**config.mk**
```make
export PLATFORM = sky130hd
export DESIGN_NAME = line_cmd_sched
export DESIGN_NICKNAME = d
export VERILOG_FILES = /design/src/rtl/line_cmd_sched.sv
export SDC_FILE = /design/constraint.sdc
export NUM_CORES = 1
export LEC_CHECK = 0
export ABC_AREA = 0
export CORE_ASPECT_RATIO = 0.5
export CORE_MARGIN = 4
export CORE_UTILIZATION = 45
export DETAILED_ROUTE_END_ITERATION = 7
export GPL_TIMING_DRIVEN = 0
export HOLD_SLACK_MARGIN = 0.06
export PLACE_DENSITY = 0.71
export SYNTH_ARGS = -nofsm -noshare
export SYNTH_HDL_FRONTEND = slang
export SYNTH_SLANG_ARGS = --single-unit
```
**constraint.sdc**
```tcl
create_clock -name iclk -period 2.8 [get_ports iclk]
set_clock_uncertainty 0.1 [all_clocks]
set_input_delay 0.84 -clock iclk [delete_from_list [all_inputs] [get_ports iclk]]
set_output_delay 0.84 -clock iclk [all_outputs]
set_load 0.02 [all_outputs]
```
**src/rtl/line_cmd_sched.sv**
```systemverilog
// Command scheduler for the Bresenham line engine: buffers segment commands and services per-pixel SRAM writes.
// Optional macro LINE_BBOX_REJECT_EN drops off-screen commands at push time and counts them in odrop_cnt.
module line_cmd_sched #(
  parameter int FIFO_DEPTH = 8,
  parameter int H_MAX      = 640,
  parameter int V_MAX      = 480
) (
  input  logic        iclk,
  input  logic        irst_n,
  input  logic        icmd_valid,
  output logic        ocmd_ready,
  input  logic [9:0]  icmd_x1,
  input  logic [9:0]  icmd_x2,
  input  logic [8:0]  icmd_y1,
  input  logic [8:0]  icmd_y2,
  input  logic [15:0] icmd_color,
  output logic [9:0]  oX1,
  output logic [9:0]  oX2,
  output logic [8:0]  oY1,
  output logic [8:0]  oY2,
  output logic [15:0] ocolor,
  output logic        oFLAG,
  input  logic        ieng_pixelflag,
  input  logic [18:0] ieng_addr,
  input  logic [15:0] ieng_data,
  input  logic        ieng_done,
  output logic        opixeldone,
  output logic        osram_we,
  output logic [18:0] osram_addr,
  output logic [15:0] osram_data,
  input  logic        isram_ack,
  output logic        obusy,
  output logic [15:0] oline_cnt,
  output logic [7:0]  odrop_cnt
);

  localparam int AW = $clog2(FIFO_DEPTH);
  localparam logic [AW-1:0] PTR_ONE  = AW'(1);
  localparam logic [AW:0]   CNT_ONE  = (AW + 1)'(1);
  localparam logic [AW:0]   CNT_FULL = (AW + 1)'(FIFO_DEPTH);

  typedef struct packed {
    logic [9:0]  x1;
    logic [9:0]  x2;
    logic [8:0]  y1;
    logic [8:0]  y2;
    logic [15:0] color;
  } cmd_t;

  typedef enum logic [2:0] {
    IDLE,
    ARM,
    RUN,
    PIXW,
    PIXACK,
    RETIRE
  } state_t;

  state_t        state_q, state_d;
  cmd_t          mem_q [FIFO_DEPTH];
  cmd_t          mem_d [FIFO_DEPTH];
  logic [AW-1:0] wr_ptr_q, wr_ptr_d;
  logic [AW-1:0] rd_ptr_q, rd_ptr_d;
  logic [AW:0]   count_q, count_d;
  logic          ready_q, ready_d;
  cmd_t          cur_q, cur_d;
  logic          flag_q, flag_d;
  logic          we_q, we_d;
  logic [18:0]   addr_q, addr_d;
  logic [15:0]   data_q, data_d;
  logic          pixdone_q, pixdone_d;
  logic [15:0]   line_cnt_q, line_cnt_d;

  cmd_t cmd_in;
  logic push;
  logic push_wr;
  logic pop;

  assign cmd_in = '{x1: icmd_x1, x2: icmd_x2, y1: icmd_y1, y2: icmd_y2, color: icmd_color};
  assign push   = icmd_valid && ready_q;
  assign pop    = (state_q == IDLE) && (count_q != '0);

`ifdef LINE_BBOX_REJECT_EN
  localparam logic [10:0] H_LIM = 11'(H_MAX);
  localparam logic [9:0]  V_LIM = 10'(V_MAX);

  logic       in_box;
  logic       drop_inc;
  logic [7:0] drop_cnt_q, drop_cnt_d;

  // A rejected command still completes its handshake; it just never reaches the FIFO.
  assign in_box   = ({1'b0, icmd_x1} < H_LIM) && ({1'b0, icmd_x2} < H_LIM) &&
                    ({1'b0, icmd_y1} < V_LIM) && ({1'b0, icmd_y2} < V_LIM);
  assign push_wr  = push && in_box;
  assign drop_inc = push && !in_box;

  always_comb begin
    drop_cnt_d = drop_cnt_q;
    if (drop_inc && (drop_cnt_q != 8'hFF)) begin
      drop_cnt_d = drop_cnt_q + 8'd1;
    end
  end

  always_ff @(posedge iclk or negedge irst_n) begin
    if (!irst_n) begin
      drop_cnt_q <= '0;
    end else begin
      drop_cnt_q <= drop_cnt_d;
    end
  end

  assign odrop_cnt = drop_cnt_q;
`else
  assign push_wr   = push;
  assign odrop_cnt = '0;
`endif

  always_comb begin
    mem_d    = mem_q;
    wr_ptr_d = wr_ptr_q;
    rd_ptr_d = rd_ptr_q;
    count_d  = count_q;
    if (push_wr) begin
      mem_d[wr_ptr_q] = cmd_in;
      wr_ptr_d        = wr_ptr_q + PTR_ONE;
    end
    if (pop) begin
      rd_ptr_d = rd_ptr_q + PTR_ONE;
    end
    case ({push_wr, pop})
      2'b10:   count_d = count_q + CNT_ONE;
      2'b01:   count_d = count_q - CNT_ONE;
      default: count_d = count_q;
    endcase
    ready_d = (count_d != CNT_FULL);
  end

  // Segment sequencing and the engine/SRAM pixel handshake.
  always_comb begin
    state_d    = state_q;
    cur_d      = cur_q;
    flag_d     = flag_q;
    we_d       = we_q;
    addr_d     = addr_q;
    data_d     = data_q;
    pixdone_d  = pixdone_q;
    line_cnt_d = line_cnt_q;
    case (state_q)
      IDLE: begin
        if (pop) begin
          cur_d   = mem_q[rd_ptr_q];
          state_d = ARM;
        end
      end
      ARM: begin
        flag_d  = 1'b1;
        state_d = RUN;
      end
      RUN: begin
        if (ieng_done) begin
          flag_d  = 1'b0;
          state_d = RETIRE;
        end else if (ieng_pixelflag) begin
          addr_d  = ieng_addr;
          data_d  = ieng_data;
          we_d    = 1'b1;
          state_d = PIXW;
        end
      end
      PIXW: begin
        if (isram_ack) begin
          we_d      = 1'b0;
          pixdone_d = 1'b1;
          state_d   = PIXACK;
        end
      end
      PIXACK: begin
        if (!ieng_pixelflag) begin
          pixdone_d = 1'b0;
          state_d   = RUN;
        end
      end
      RETIRE: begin
        if (!ieng_done) begin
          line_cnt_d = line_cnt_q + 16'd1;
          state_d    = IDLE;
        end
      end
      default: begin
        state_d = IDLE;
      end
    endcase
  end

  always_ff @(posedge iclk or negedge irst_n) begin
    if (!irst_n) begin
      state_q    <= IDLE;
      mem_q      <= '{default: '0};
      wr_ptr_q   <= '0;
      rd_ptr_q   <= '0;
      count_q    <= '0;
      ready_q    <= 1'b0;
      cur_q      <= '0;
      flag_q     <= 1'b0;
      we_q       <= 1'b0;
      addr_q     <= '0;
      data_q     <= '0;
      pixdone_q  <= 1'b0;
      line_cnt_q <= '0;
    end else begin
      state_q    <= state_d;
      mem_q      <= mem_d;
      wr_ptr_q   <= wr_ptr_d;
      rd_ptr_q   <= rd_ptr_d;
      count_q    <= count_d;
      ready_q    <= ready_d;
      cur_q      <= cur_d;
      flag_q     <= flag_d;
      we_q       <= we_d;
      addr_q     <= addr_d;
      data_q     <= data_d;
      pixdone_q  <= pixdone_d;
      line_cnt_q <= line_cnt_d;
    end
  end

  assign ocmd_ready = ready_q;
  assign oX1        = cur_q.x1;
  assign oX2        = cur_q.x2;
  assign oY1        = cur_q.y1;
  assign oY2        = cur_q.y2;
  assign ocolor     = cur_q.color;
  assign oFLAG      = flag_q;
  assign opixeldone = pixdone_q;
  assign osram_we   = we_q;
  assign osram_addr = addr_q;
  assign osram_data = data_q;
  assign obusy      = (state_q != IDLE) || (count_q != '0);
  assign oline_cnt  = line_cnt_q;

endmodule

```
Word-level counts from Yosys, hierarchy flattened
Cells that the tools add are included.

Flip-flop bits (word level): 554. Bits of input ports: 95. Output and inout port bits: 118.

Add/sub/neg operators: 5. Magnitude comparators: 3. Equality and inequality tests: 16. Multiplexer cells: 23. Bitwise operators: 3. Reductions and logical operators: 17.

Operators with widths (count): 432-bit bitwise mux (1); 54-bit binary-select mux with 3-bit select (1); 54-bit demux with 3-bit select (1); 54-bit two-way mux (3); 3-bit two-way mux (6); 3-bit one-hot mux with 6 select lines (1); 16-bit by 1-bit adder with 16-bit output (second input constant) (1); 2-bit != test (second input constant) (7); 4-bit greater-or-equal comparator (second input constant) (2); 3-bit inverter with 4-bit output (2); 4-bit one-hot mux with 2 select lines (1); 3-bit by 1-bit adder with 3-bit output (second input constant) (2); 3-bit by 2-bit equality test with 1-bit output (second input constant) (2); 3-bit equality test (second input constant) (2); 1-bit two-way mux (6); 1-bit one-hot mux with 2 select lines (3); 2-bit AND reduction (3); 3-bit AND reduction (2); 2-bit nonzero test (3); 5-bit AND reduction (1); 4-bit by 1-bit adder with 4-bit output (second input constant) (1); 4-bit by 1-bit < comparator with 1-bit output (second input constant) (1); 4-bit != test (second input constant) (1); 4-bit AND reduction (1); other kinds (11) (13).

Depth between registers and ports, before layout
Gate-level depths: netlist (run 1).

Word-level depth: 6. Depth in mapped cells: 11.

Worst setup path after synthesis (run 1)
OpenSTA, ideal clock, no wires.

Path type: input -> register. Start: input icmd_valid. End: register ready_q (netlist: ocmd_ready). Arrival time: 2.636 ns. Data required time: 2.562 ns. Slack: -0.075 ns. Cell stages on the path: 10. Path buffers: 1. Cell sequence: nand2_1 -> clkbuf_1 -> nand2_1 -> xnor2_1 -> ha_1 -> a21oi_1 -> nor2b_1 -> a31oi_1 -> xnor2_1 -> or4b_1.

Word-level cells in the longest chain between the ends: 4. Elaborated cells between the ends (all ways): 5. Classes of those cells: eq/ne (3); mux (1); reduce/logical (1).

Ends and longest elaborated chain: from (decl) (RTL line 10) `input logic icmd_valid,`; 1-bit logical AND (*) (RTL line 80) `assign push = icmd_valid && ready_q;`; 2-bit by 1-bit equality test with 1-bit output / 2-bit equality test (equally long branches) (RTL line 130) `case ({push_wr, pop})`; 4-bit one-hot mux with 2 select lines (*) (RTL line 130); named net count_d[2] (RTL line 64) `logic [AW:0] count_q, count_d;`; 4-bit != test (*) (RTL line 135) `ready_d = (count_d != CNT_FULL);`; named net ready_d (RTL line 65) `logic ready_q, ready_d;`; to (signal assigned) (RTL line 216) `ready_q <= ready_d;`; to (decl) (RTL line 65).

The timed path passes the listed nets; every way through them passes the cells marked *. A chain may end at the register's enable or synchronous reset.

Worst setup path after layout (run 1)
Start: register count_q[2]. End: register ready_q (netlist: ocmd_ready).

Word-level cells in the longest chain between the ends: 5. Elaborated cells between the ends (all ways): 8. Classes of those cells: add/sub (2); eq/ne (3); mux (1); reduce/logical (2).

Ends and longest elaborated chain: from (decl) (RTL line 64); from (signal assigned) (RTL line 215) `count_q <= count_d;`; parallel branches: the longest is 3 deep, another holds 4-bit by 1-bit subtractor with 4-bit output; 4-bit one-hot mux with 2 select lines (*) (RTL line 130); named net count_d[3] (RTL line 64); 4-bit != test (*) (RTL line 135); named net ready_d (RTL line 65).

Mark *: on every way through the listed nets, which the timed path passes.

==> flow_summary.ini, run 1 <==
[sta]
fin_ws_ps = 13.45
setup_viol = 0
slew_violations = 0
relSlewSlack = 0.3317
hold_viol_final = 0
post-route-period-util = 0.9952
max_clock_freq_ghz = 0.3589
period_minus_slack_ps = 2787
tightestPinTransition_ps = 1003
tns_ps = 0
rsz0062_at_grt = yes

[routing]
via_count = 13620
wl_um = 53300
drtIter0Drc = 717
antenna_left = 0
vias_per_cell = 5.400
wl_per_cell_um = 21.13
drc = 0
first_pass_iters = 6

[synthesis]
synth_area_um2 = 23840
synth-seq-area-share = 0.5816
synth_area_per_cell_um2 = 15.79
synth_cells = 1510
yosys_warnings = 0
yosys_register_bits = 554
synthDistinctLibCells = 43
synthFlopType = dfrtp_1
synth_edf_count = 0
async_flop_share = 1.000

[die]
start_util = 0.4567
die_w_um = 333.5
ios = 213
dieHeight_um = 170.7
core_um2 = 52190
die-area_um2 = 56940
num_rows = 59

[clocking]
clk_pin_slew_ps = 60
hold_buffers = 0
cts_buffer_depth = 3
cts_max_level = 2
worstSkewPairLatency_ps = 570
cts_tree = done
cts_buffers = 51
cts_sinks = 554
clockRootBuffer = clkbuf_16

[setup_path]
worstSetupStartpointType = register
reg2reg_from = count_q[2]
cp_slowest_stage_delay_ps = 550
worstSetupEndpointType = register
crit_slowest_cell = or4_4
r2r_setup_slack_ps = 10
worstPathCellList = or4_4 -> buf_6 -> nand2_4 -> inv_2 -> ha_2 -> mux2_4 -> a311oi_2 -> xor2_1 -> or4b_1
r2r.worst_path.cells = 9
crit_required_ps = 3140
arrival_ps = 3130
worst-path-buf-inv = 2
r2r-end = ocmd_ready
critPathKind = reg -> reg
crit_path_max_fanout = 5
cp_top_family = simple AND/OR/NAND/NOR gates

[power]
p_sw_mw = 10.98
total_power_mw = 34.67
p_seq_frac = 0.400
p_per_area_nw_per_um2 = 1206
clock_power_share = 0.201
p_leak_nw = 12.17
p_int_mw = 23.69
combPwrFrac = 0.399
swShare = 0.3167
peakVddDrop_mv = 0.5786

[place]
gp_congestion = 0.7465
io_buffers = 204
dp_hpwl_um = 34900
placement.cell_area_um2 = 26930
pre_cts_ws_ps = -846.9

[worst_hold_path]
hp-class = in -> async

[grt]
grt.total_usage = 0.1882
gr-total-overflow = 0
grt_pass1_vias = 14400
grt_max_degree = 111
antenna_found_initial = 0
grt_first_pass_wirelength_um = 84660

[run]
maxCapViolCount = 0

[outcome]
status = complete, no violations

[finish]
nets = 1884
stdcell_area_um2 = 28750
syn2layout_area_growth_pct = 20.62
fillers = 4162
drive_gt1_frac = 0.3929
utilization = 0.5509
[per-layer routing]
metal / GRT usage / routed length (µm)
met1: 0.2620 / 23940
met5: 0 / 0
met3: 0.02671 / 1695
met2: 0.3231 / 26930
met4: 0.03303 / 734
[per-stage QoR]
step | cells | hold slack (ps)
floorplan | 1517 | 352.5
global placement | 2422 | 361.7
detailed placement | 2427 | 369.7
CTS | 2519 | 62.26
global route | 2521 | 91.66
finish | 2523 | 77.04
[final cells by class]
class / count / area [µm²] / area share
multi-input combinational: 858 / 9585 / 0.3334
antenna: 2 / 5.005 / 0.0001741
tap: 701 / 877.1 / 0.03050
clock inverter: 12 / 116.4 / 0.004047
clock buffer: 77 / 1546 / 0.05379
sequential: 554 / 13860 / 0.4822
inverter: 5 / 18.77 / 0.0006527
timing repair buffer: 215 / 2248 / 0.07820
buffer: 99 / 490.5 / 0.01706
[worst max-delay path by stage]
| stage | from | to | slack, ps | depth (start not counted) |
|---|---|---|---|---|
| after global routing | count_q[2] | ocmd_ready | -130 | 9 |
| after floorplan | icmd_valid | ocmd_ready | 50 | 7 |
| final | count_q[2] | ocmd_ready | 10 | 9 |
| after global placement | irst_n | mem_q[118] | -24200 | 1 |
| after detailed placement | icmd_valid | mem_q[149] | -850 | 5 |
| after CTS | count_q[2] | obusy | 10 | 3 |
[cells by family after synthesis]
kind of cell	synth area share
and+or+nand+nor	0.02404
muxes	0.3472
AOI/OAI and AO/OA	0.01617
xor gates and xnor gates	0.008451
other	0.0001573
DFF	0.5816
buffers and inverters	0.01979
adders and majority gates	0.002624
[timing repair]
| action | 4_1_cts | 5_1_grt |
|---|---|---|
| pin swaps | 3 | 0 |
| gates cloned | 0 | 1 |
| resized for setup | 29 | 27 |
| setup buffers | 4 | 1 |
| setup endpoints to repair | 380 | 188 |
[registers in the layout (all words and copies together), names as in the netlist, 3 cells and up]
signal / count
ocolor: 16
osram_addr: 19
oX1: 10
oline_cnt: 16
oY2: 9
wr_ptr_q: 3
count_q: 4
mem_q: 432
oY1: 9
state_q: 3
oX2: 10
osram_data: 16
rd_ptr_q: 3
[cell usage after synthesis (9+ instances only)]
cell type / instances / area [µm²]
dfrtp_1: 554 / 13860
mux2_2: 427 / 4808
mux4_2: 108 / 2432
nand2_1: 70 / 262.8
o21ai_0: 58 / 290.3
mux2i_1: 54 / 540.5
clkbuf_1: 49 / 183.9
mux2_1: 44 / 495.5
buf_2: 38 / 190.2
xnor2_1: 20 / 175.2
nand3_1: 9 / 45.04
nor2_1: 9 / 33.78
[placed cells by master, fill, tap and decap left out, types with 37 or more instances in the layout]
cell / netlist / routed
buf_2: 38 / 37
clkbuf_16: 0 / 54
clkdlybuf4s50_1: 0 / 202
dfrtp_1: 554 / 553
mux2_1: 44 / 43
mux2_2: 427 / 427
mux2i_1: 54 / 54
mux4_2: 108 / 108
nand2_1: 70 / 70
o21ai_0: 58 / 58
[power groups by stage]
stage	clock [mW]	combinational, mW	sequential (mW)
CTS	7.11	14.0	13.9
finish	6.97	13.8	13.9
floorplan	0	9.14	14.2
detailed placement	0	13.9	14.0
global route	7.49	15.0	14.3
global placement	0	13.5	13.9
(Power assumes the default switching activity.)
==> run 2, diff against run 1 <==
--- a/config.mk
+++ b/config.mk
@@ -13,6 +13,7 @@
 export GPL_TIMING_DRIVEN = 0
 export HOLD_SLACK_MARGIN = 0.06
 export PLACE_DENSITY = 0.71
+export SKIP_CTS_REPAIR_TIMING = 1
 export SYNTH_ARGS = -nofsm -noshare
 export SYNTH_HDL_FRONTEND = slang
 export SYNTH_SLANG_ARGS = --single-unit
==> run 2 against run 1 <==
Maximum frequency decreased by 0.57%. First-iteration DRC count did not move. Register-to-register slack gained 110 ps. Total power is essentially flat. Non-clock buffer count decreased by 1. Wire length is essentially flat. Critical endpoint is now obusy. Core utilization hardly changed. Highest routed layer unchanged. Global-route usage about the same. Worst hold slack better by 1.9 ps. Count of clock-buffer cells in the layout did not move. Via count hardly changed. The flow now finishes with violations (setup timing). Combinational power about the same.
==> flow_summary.ini, run 2 (synthesis gave the netlist of run 1 again) <==
[setup_path]
worst-path-buf-inv = 1
r2r-end = ocmd_ready
arrival_ps = 1860
worstPathCellList = or4_4 -> nand2b_1 -> buf_2
crit_slowest_cell = or4_4
worstSetupStartpointType = register
critPathKind = reg -> out
cp_top_family = simple AND/OR/NAND/NOR gates
crit_required_ps = 1860
worstSetupEndpointType = output pin
reg2reg_from = count_q[1]
cp_slowest_stage_delay_ps = 520
r2r.worst_path.cells = 8
r2r_setup_slack_ps = 120
crit_path_max_fanout = 5

[grt]
gr-usage-met3 = 0.02671
grt_pass1_vias = 14380
antenna_found_initial = 0
grt.total_usage = 0.1879
grt-busiest-layer = met2
grt_util_met1 = 0.2622
gr-total-overflow = 0
grt_max_degree = 111
grt_first_pass_wirelength_um = 84560
gr-usage-met2 = 0.3219

[sta]
tightestPinTransition_ps = 953.5
rsz0062_at_grt = yes
hold_viol_final = 0
setup_viol = 1
period_minus_slack_ps = 2803
holdWs_ps = 78.98
max_clock_freq_ghz = 0.3568
tns_ps = -2.578
slew_violations = 0
relSlewSlack = 0.3643
post-route-period-util = 1.001
fin_ws_ps = -2.578

[die]
start_util = 0.4567
ios = 213
core_um2 = 52190
die_w_um = 333.5
die-area_um2 = 56940
num_rows = 59
dieHeight_um = 170.7

[clocking]
clockRootBuffer = clkbuf_16
cts_buffers = 51
cts_max_level = 2
cts_sinks = 554
cts_buffer_depth = 3
clk_pin_slew_ps = 60
worstSkewPairLatency_ps = 570
cts_tree = done

[place]
dp_cells = 2427
io_buffers = 204
placement.cell_area_um2 = 26930
pre_cts_ws_ps = -846.9
gp_congestion = 0.7465
dp_hpwl_um = 34900

[routing]
vias_per_cell = 5.399
wl_per_cell_um = 21.14
first_pass_iters = 5
drc = 0
antenna_left = 0
drtIter0Drc = 717
via_count = 13620
wl_um = 53310

[outcome]
violations = setup timing
status = complete, but fails checks

[finish]
final_cell_mix = dfrtp_1 (553), mux2_2 (427), clkdlybuf4s50_1 (202)
regMostFlops = mem_q
nets = 1883
stdcell_area_um2 = 28740
final_common_cell = dfrtp_1
instances_no_fill = 2522
largest_register_ffs = 432
fillers = 4166
utilization = 0.5506
syn2layout_area_growth_pct = 20.54
drive_gt1_frac = 0.3920

[power]
total_power_mw = 34.65
peakVddDrop_mv = 0.5789
p_per_area_nw_per_um2 = 1206
p_leak_nw = 12.15

[worst_hold_path]
hp-class = in -> async

[run]
maxCapViolCount = 0
==> run 2: cell count changes in the layout (fill, tap and decap cells not counted), sizes merged <==
| cell | change |
|---|---|
| buf | -1 |
==> run 2: worst max path at each step <==
stage | to | cells past startpoint | startpoint
floorplan | ocmd_ready | 7 | icmd_valid
global placement | mem_q[118] | 1 | irst_n
detailed placement | mem_q[149] | 5 | icmd_valid
CTS | obusy | 3 | count_q[1]
global route | ocmd_ready | 11 | state_q[1]
finish | obusy | 3 | count_q[1]
==> run 2: area by class of cell <==
type	count	area [µm²]	share of cell area
flip-flops and latches	554	13860	0.4825
multi-input cells	858	9578	0.3333
repair buffers	214	2235	0.07777
clock buffers	77	1546	0.05382
well taps	701	877.1	0.03052
plain buffers	99	494.2	0.01720
clock inverters	12	116.4	0.004049
inverters	5	18.77	0.0006531
diodes	2	5.005	0.0001742
==> run 2: power breakdown <==
group | switching, mW | internal [mW] | total [mW]
registers | 1.94 | 11.9 | 13.9
logic | 6.05 | 7.77 | 13.8
clock network | 2.98 | 3.98 | 6.96
total | 11.0 | 23.7 | 34.7
==> run 2: routing by layer <==
| metal | share of wire | wire length, µm | up-vias |
|---|---|---|---|
| li1 | - | - | 6085 |
| met1 | 0.45 | 24110 | 7299 |
| met2 | 0.50 | 26860 | 168 |
| met3 | 0.030 | 1590 | 65 |
| met4 | 0.014 | 747 | 0 |
| met5 | 0 | 0 | - |
==> run 3, diff against run 2 <==
--- a/config.mk
+++ b/config.mk
@@ -8,11 +8,13 @@
 export ABC_AREA = 0
 export CORE_ASPECT_RATIO = 0.5
 export CORE_MARGIN = 4
-export CORE_UTILIZATION = 45
+export CORE_UTILIZATION = 30
+export CTS_CLUSTER_DIAMETER = 30
 export DETAILED_ROUTE_END_ITERATION = 7
+export GPL_ROUTABILITY_DRIVEN = 0
 export GPL_TIMING_DRIVEN = 0
 export HOLD_SLACK_MARGIN = 0.06
-export PLACE_DENSITY = 0.71
+export PLACE_DENSITY = 0.53
 export SKIP_CTS_REPAIR_TIMING = 1
 export SYNTH_ARGS = -nofsm -noshare
 export SYNTH_HDL_FRONTEND = slang
==> run 3 against run 2 <==
First-iteration DRC count is 4.6% lower. Global-route usage down 4.6 points. The run still ends with setup timing left. Largest power group is now combinational logic. Count of clock-buffer cells in the layout increased by 44. Highest routed layer is now met5.
==> flow_summary.ini, run 3 (synthesis gave the netlist of run 1 again) <==
[routing]
vias_per_cell = 4.658
drc = 0
wl_um = 59390
via_count = 13850
drtIter0Drc = 684
wl_per_cell_um = 19.97
antenna_left = 0
first_pass_iters = 4

[clocking]
worstSkewPairLatency_ps = 640
cts_buffer_depth = 3
clockRootBuffer = clkbuf_16
cts_buffers = 105
cts_sinks = 554
cts_tree = done
cts_max_level = 3
clk_pin_slew_ps = 50

[outcome]
violations = setup timing
status = complete, but fails checks

[setup_path]
crit_required_ps = 1860
crit_start = count_q[2]
cp_slowest_stage_delay_ps = 540
worst-path-buf-inv = 1
worstSetupStartpointType = register
reg2reg_from = count_q[2]
worstSetupEndpointType = output pin
critPathKind = reg -> out
crit_slowest_cell = or4_4
crit_path_max_fanout = 3
cp_top_family = simple AND/OR/NAND/NOR gates
worstPathCellList = or4_4 -> nand2b_1 -> buf_2
arrival_ps = 1940

[grt]
grt_max_degree = 115
grt_first_pass_wirelength_um = 92820
gr-total-overflow = 0
grt.total_usage = 0.1421
antenna_found_initial = 2
grt_pass1_vias = 15160

[sta]
max_clock_freq_ghz = 0.3470
tightestPinTransition_ps = 1038
rsz0062_at_grt = yes
post-route-period-util = 1.029
hold_viol_final = 0
tns_ps = -82.16
setup_viol = 1
holdWs_ps = 364.9
relSlewSlack = 0.3078
period_minus_slack_ps = 2882
slew_violations = 0
fin_ws_ps = -82.16

[finish]
nets = 1946
largest_register_ffs = 432
utilization = 0.4022
final_common_cell = dfrtp_1
regMostFlops = mem_q
syn2layout_area_growth_pct = 31.62
drive_gt1_frac = 0.4326
instances_no_fill = 2974
final_cell_mix = dfrtp_1 (553), mux2_2 (427), clkdlybuf4s50_1 (202)
fillers = 7200

[power]
peakVddDrop_mv = 0.4624
p_leak_nw = 13.19
p_per_area_nw_per_um2 = 1313
total_power_mw = 41.20

[die]
core_um2 = 78010
die_w_um = 406.6
start_util = 0.3056
die-area_um2 = 84310
ios = 213
num_rows = 72
dieHeight_um = 207.3

[place]
io_buffers = 204
dp_cells = 2762
dp_hpwl_um = 37760

[worst_hold_path]
hold_path.startpoint = oline_cnt[15]
hp-class = reg -> reg

[run]
maxCapViolCount = 0
run 3: cell types whose count changed in the layout (fill, tap and decap cells not counted), moves of 2 or more:
cell,previous run,this run
clkinv_16,0,2
clkbuf_16,54,105
clkinv_4,1,12
bufinv_16,2,16
clkbuf_1,36,30
clkinv_8,0,2
clkinvlp_4,1,15
inv_6,0,7
clkinv_2,8,22
buf_4,12,20
run 3: final timing paths:
| check | end | slack (ps) | depth (start not counted) |
|---|---|---|---|
| worst max-delay path | obusy | -80 | 3 |
| worst min-delay path | oline_cnt[15] | 360 | 1 |
| worst max register to register | ocmd_ready | 10 | 9 |
| worst min register to register | oline_cnt[15] | 360 | 1 |
| max in group asynchronous | mem_q[175] | 340 | 5 |
| min in group asynchronous | mem_q[317] | 470 | 2 |
run 3: through the flow:
stage / cell area, µm² / setup slack (ps)
final: 31380 / -82.16
after global routing: 31380 / -158.7
after CTS: 31140 / -568.2
after detailed placement: 27350 / -1067
after global placement: 27200 / -25340
after floorplan: 23870 / 52.42
run 3: where the power goes:
| part | internal (mW) | total, mW | switching (mW) | leakage (nW) |
|---|---|---|---|---|
| Clock | 8.73 | 13.2 | 4.46 | 1.83 |
| Combinational | 7.87 | 14.2 | 6.28 | 4.64 |
| Sequential | 12.0 | 13.9 | 1.90 | 6.72 |
run 3: final cells by class:
| type | instances | area [µm²] | share of cell area |
|---|---|---|---|
| diodes | 1 | 2.502 | 0.00007976 |
| plain buffers | 99 | 485.5 | 0.01547 |
| clock buffers | 121 | 2808 | 0.08949 |
| clock inverters | 77 | 984.7 | 0.03138 |
| inverters | 5 | 23.77 | 0.0007577 |
| multi-input cells | 858 | 9607 | 0.3062 |
| flip-flops and latches | 554 | 13860 | 0.4419 |
| well taps | 1036 | 1296 | 0.04131 |
| repair buffers | 223 | 2303 | 0.07342 |
run 3: per-layer routing:
layer  track usage  up-vias  wire (µm)
li1              -     6260          -
met1        0.1874     7356      27090
met2        0.2377      162      29550
met3       0.03094       74       1768
met4       0.03686        2        974
met5             0        -         13
run 3: worst register-to-register path, stage by stage, from the launching register on:
cell and delay [ps]:
dfrtp_1 410, or4_4 540, buf_6 140, nand2_4 80, inv_6 50, ha_4 150
mux2_4 280, a311oi_4 280, xor2_1 200, or4b_1 440
